**config.mk**
```make
export PLATFORM = sky130hd
export DESIGN_NAME = divisor_sequencer
export DESIGN_NICKNAME = d
export VERILOG_FILES = /design/src/rtl/divisor_sequencer.sv
export SDC_FILE = /design/constraint.sdc
export NUM_CORES = 1
export LEC_CHECK = 0
export BUFFER_PORTS_ARGS = -buffer_cell sky130_fd_sc_hd__buf_4
export CORE_UTILIZATION = 45
export DETAILED_ROUTE_END_ITERATION = 12
export MAX_ROUTING_LAYER = met4
export SYNTH_ARGS = -nofsm -noshare
export SYNTH_HDL_FRONTEND = slang
export SYNTH_SLANG_ARGS = --single-unit
export TNS_END_PERCENT = 30
```
**constraint.sdc**
```tcl
create_clock -name CLK -period 3.8 [get_ports CLK]
set_clock_uncertainty 0.1 [all_clocks]
set_input_delay 0.19 -clock CLK [delete_from_list [all_inputs] [get_ports CLK]]
set_output_delay 0.19 -clock CLK [all_outputs]
set_load 0.01 [all_outputs]
```
**src/rtl/divisor_sequencer.sv**
```systemverilog
// Steps a programmable clock divider through a table of divisors, holding each for a
// number of divided-clock toggles. Define SEQ_LOOP_EN to build the wrap-to-entry-0 option.
module divisor_sequencer #(
  parameter int DEPTH   = 8,
  parameter int DW      = 16,
  parameter int DWELL_W = 8,
  localparam int AW     = $clog2(DEPTH)
) (
  input  logic               CLK,
  input  logic               RST_N,
  input  logic               wr_en,
  input  logic [AW-1:0]      wr_addr,
  input  logic [DW-1:0]      wr_data,
  input  logic [AW-1:0]      last_idx,
  input  logic [DWELL_W-1:0] dwell,
  input  logic               loop,
  input  logic               start,
  input  logic               stop,
  input  logic               div_clk,
  output logic [DW-1:0]      div_value,
  output logic               div_load,
  output logic [AW-1:0]      step_idx,
  output logic               busy,
  output logic               done
);

  typedef enum logic {S_IDLE, S_DWELL} state_t;

  state_t               state_q, state_d;
  logic [DW-1:0]        tbl [DEPTH];
  logic                 div_clk_q;
  logic                 toggle;
  logic [DWELL_W-1:0]   cnt_q, cnt_d;
  logic [DWELL_W-1:0]   dwell_q, dwell_d;
  logic [AW-1:0]        last_q, last_d;
  logic                 loop_q, loop_d;
  logic [DW-1:0]        value_d;
  logic                 load_d;
  logic [AW-1:0]        idx_d;
  logic                 done_d;

  assign toggle = div_clk ^ div_clk_q;
  assign busy   = (state_q == S_DWELL);

  // NOTE: the table is small and must read as zero after reset, so every entry
  // gets an explicit reset value; this keeps it in flops rather than a RAM macro.
  always_ff @(posedge CLK or negedge RST_N) begin
    if (!RST_N) begin
      for (int i = 0; i < DEPTH; i++) tbl[i] <= '0;
    end else if (wr_en) begin
      tbl[wr_addr] <= wr_data;
    end
  end

  // NOTE: all sequential state uses non-blocking assignments so every register
  // samples pre-edge values; a table read at the same edge as a write sees old data.
  always_ff @(posedge CLK or negedge RST_N) begin
    if (!RST_N) begin
      state_q <= S_IDLE;
    end else begin
      state_q <= state_d;
    end
  end

  always_ff @(posedge CLK or negedge RST_N) begin
    if (!RST_N) begin
      div_clk_q <= 1'b0;
      cnt_q     <= '0;
      dwell_q   <= '0;
      last_q    <= '0;
      loop_q    <= 1'b0;
      div_value <= '0;
      div_load  <= 1'b0;
      step_idx  <= '0;
      done      <= 1'b0;
    end else begin
      div_clk_q <= div_clk;
      cnt_q     <= cnt_d;
      dwell_q   <= dwell_d;
      last_q    <= last_d;
      loop_q    <= loop_d;
      div_value <= value_d;
      div_load  <= load_d;
      step_idx  <= idx_d;
      done      <= done_d;
    end
  end

`ifndef SEQ_LOOP_EN
  logic loop_unused;
  assign loop_unused = loop;
`endif

  // NOTE: every signal written here gets a default first so no path leaves it
  // unassigned, which would otherwise infer a latch.
  always_comb begin
    state_d = state_q;
    cnt_d   = cnt_q;
    dwell_d = dwell_q;
    last_d  = last_q;
    loop_d  = loop_q;
    value_d = div_value;
    load_d  = 1'b0;
    idx_d   = step_idx;
    done_d  = 1'b0;

    unique case (state_q)
      S_IDLE: begin
        if (start && !stop) begin
          state_d = S_DWELL;
          dwell_d = (dwell == '0) ? DWELL_W'(1) : dwell;
          last_d  = last_idx;
`ifdef SEQ_LOOP_EN
          loop_d  = loop;
`else
          loop_d  = 1'b0;
`endif
          value_d = tbl[0];
          idx_d   = '0;
          load_d  = 1'b1;
          cnt_d   = '0;
        end
      end

      S_DWELL: begin
        if (stop) begin
          state_d = S_IDLE;
        end else if (toggle) begin
          if (cnt_q == dwell_q - DWELL_W'(1)) begin
            cnt_d = '0;
            if (step_idx < last_q) begin
              idx_d   = step_idx + AW'(1);
              value_d = tbl[step_idx + AW'(1)];
              load_d  = 1'b1;
`ifdef SEQ_LOOP_EN
            end else if (loop_q) begin
              idx_d   = '0;
              value_d = tbl[0];
              load_d  = 1'b1;
`endif
            end else begin
              state_d = S_IDLE;
              done_d  = 1'b1;
            end
          end else begin
            cnt_d = cnt_q + DWELL_W'(1);
          end
        end
      end

      default: state_d = S_IDLE;
    endcase
  end

endmodule

```
==> results.toml <==
[outcome]
outcome = "finished, final reports clean"

[detailed_routing]
postRouteWirelength_um = 16500
avgRoutedWirePerCell_um = 19.0
via_per_inst = 5.41
drtIter0Drc = 205
detail_route.first_pass.iterations = 4
routed-via-count = 4700
number_of_nets_with_antenna_violations_after_detailed_routing = 0
route.detailed.drc = 0

[worst_setup_path]
required_time_worst_endpoint_ns = 4.01
cp-startpoint = "dwell_q[0]"
endpoint_kind = "flip-flop"
critical_path.max_stage_delay_ns = 0.46
critical_path_class = "flip-flop to flip-flop"
worstPathArrival_ns = 3.24
timing.rr.start = "dwell_q[0]"
cp_cell_sequence = "inv_1 > ha_1 > nor3b_1 > mux2_2 > nand3_1 > a31oi_4 > nand4_4 > nor2b_4 > buf_12 > mux2_1"
timing.critical_path.slowest_stage_cell = "nor3b_1"
start_kind = "flip-flop"
critical_path_peak_fanout = 11
worst_path_dominant_cell_family = "simple AND/OR/NAND/NOR gates"
critical_path.n_buffers_inverters = 2

[sta]
timing.setup.tns_ns = 0
timing.max_slew.rel_slack_pct = 42.7
timing.final.max_slew_violations = 0
hold_viol_final = 0
setup_repair_after_global_routing_missed_its_margin = "no"
finalCriticalPeriod_ns = 3.03
worst-slew-pin-transition_ns = 0.859
clock.fmax_ghz = 0.330
final_min_period_over_clock_period_pct = 79.7
finalSetupViolations = 0

[clocking]
worstSkewPairLatency_ns = 0.43
clock_path_buffers = 2
cts_repair_resize_count = 0
cts_tree = "built"
cts.sinks = 170
cts-buffers-inserted = 17
cts.root.buffer_cell = "clkbuf_16"
worst_setup_hold_path_clk_slew_ns = 0.06
h-tree-depth = 4

[power]
power-per-cell-area_mw_per_mm2 = 560
cellLeakagePower_uw = 0.00407
total_switching_power_uw = 1360
cell_internal_pwr_uw = 4000
pwr-share-seq_pct = 45.7
peakVddDrop_uv = 347
combinationalPowerShare_pct = 19.3
power_switching_share_pct = 25.3
finalPower_uw = 5360
clock_network_power_share_pct = 35.1

[placed_design]
placed_cells = 808
io_buffer_count = 57
routabilityCongestion = 0.770
dp_hpwl_um = 10100
placed_area_mm2 = 0.00864

[synth]
netlist.top_cell.by_area = "dfrtp_1"
leading_register_cell_type_out_of_synthesis = "dfrtp_1"
synthDistinctLibCells = 44
synth.area.top_cells = "dfrtp_1 (54%), mux2_2 (20%), mux4_2 (9.1%)"
ys_seq_area_share_pct = 53.8
syn_inst = 541
synth.avg_cell_area_um2 = 14.6
synth_nets = 583
postSynthRegisterBits = 170
yosys_warnings = 0
syn-cell-area_mm2 = 0.00791
synth_enable_flop_cells = 0
post-synth-top-area-fraction_pct = 53.8
synthArstFlopShare_pct = 100

[finish]
diodes = 0
post_route_cells_drive_above_1_share_pct = 46.0
fill_cells = 1415
syn2layout_area_growth_pct = 21.1
layoutNonFillerInstCount = 869
fin_util_pct = 55.6
num-nets-final = 673
finalInstanceArea_mm2 = 0.00958

[flow_run]
drv_cap = 0

[global_route]
groute.usage.overall_pct = 20.7
gr-total-overflow = 0
grt_max_degree = 93
grt_pass1_wl_um = 26900
antenna_violations_before_repair = 0
vias_in_the_first_global_route = 5025

[die]
fp.dieH_um = 135
placementRows = 48
initial_core_util_pct = 45.9
die_x_um = 135
die_area_mm2 = 0.0181
num_io_pins = 59
core_area_mm2 = 0.0172

[min_path]
hold_path.class = "input port to flip-flop"
worstHoldStart = "stop"
metal layers:
metal | up-vias | share of wire (%) | wire (um) | track usage (%)
met5 | - | 0 | 0 | -
met4 | 0 | 1.0 | 165 | 5.43
met3 | 16 | 3.4 | 557 | 4.92
met2 | 72 | 49 | 8150 | 33.8
met1 | 2442 | 46 | 7620 | 25.9
li1 | 2170 | - | - | -
cells by family after synthesis:
kind of cell / Yosys count / synth area share [%]
muxes: 202 / 33.4
DFF: 170 / 53.8
and+or+nand+nor: 79 / 5.70
buffers and inverters: 36 / 1.98
AOI/OAI and AO/OA: 33 / 2.55
xor gates and xnor gates: 16 / 1.77
adders and majority gates: 5 / 0.791
worst paths after layout:
| kind | end | slack [ns] | cells past startpoint |
|---|---|---|---|
| setup / recovery | div_value[7] | 0.77 | 10 |
| hold / removal | done | 0.02 | 3 |
| setup reg to reg | div_value[7] | 0.77 | 10 |
| hold reg to reg | tbl[1] | 0.40 | 1 |
| max in group asynchronous | tbl[109] | 2.34 | 3 |
| min in group asynchronous | div_value[0] | 0.31 | 2 |
flip-flops by register name, indices dropped and copies added, names as in the netlist, 3 cells and up:
| register | flops |
|---|---|
| dwell_q | 8 |
| tbl | 128 |
| div_value | 16 |
| step_idx | 3 |
| last_q | 3 |
| cnt_q | 8 |
per-stage QoR:
step                hold WS [ns]  setup slack (ns)
floorplan                 -0.206              1.17
global placement           0.214             0.869
detailed placement         0.217             0.774
CTS                       0.0104             0.735
global route              0.0173             0.625
finish                    0.0185             0.772
what timing repair did:
action,CTS,global route
hold buffers,29,0
setup buffers,0,0
endpoints found under the hold margin,231,0
setup endpoints to repair,0,0
layout by cell type (no fill, tap or decap), types with 6 or more instances in the layout:
master / instances
nand2_1: 10
buf_4: 69
mux4_2: 32
dlygate4sd3_1: 29
mux2_2: 143
nand2b_1: 6
mux2_4: 7
a21oi_1: 18
mux2i_1: 17
dfrtp_1: 169
o21ai_0: 6
nor2_1: 27
xnor2_1: 12
inv_1: 6
clkbuf_16: 17
worst min-delay path, cell delays in order:
cell and delay (ns):
buf_4 0.10, nand2b_1 0.14, nor4_1 0.07
synthesized netlist by cell type (all sizes together) (5+ instances only):
master and count:
a21oi 18, mux2 153, mux4 32, nor3b 5, dfrtp 170, nand2b 6
buf 7, ha 5, nor2 27, nand2 10, mux2i 17, clkbuf 23
xnor2 12, inv 6, o21ai 6
power by group through the flow:
stage	clock network (uW)	logic, uW	registers [uW]
floorplan	0	685	2440
global placement	0	987	2450
CTS	1920	1050	2450
finish	1880	1030	2450
detailed placement	0	1020	2480
global route	2010	1130	2500
final cells by class:
class                      instances  area, um^2  share of cell area [%]
sequential                       170        4260                    44.4
multi-input combinational        335        3510                    36.7
timing repair buffer             101         860                    8.98
clock inverter                    12         185                    1.93
clock buffer                      20         457                    4.77
tap                              225         282                    2.94
inverter                           6        22.5                   0.235
No activity file was read; power rests on OpenSTA's default activity.
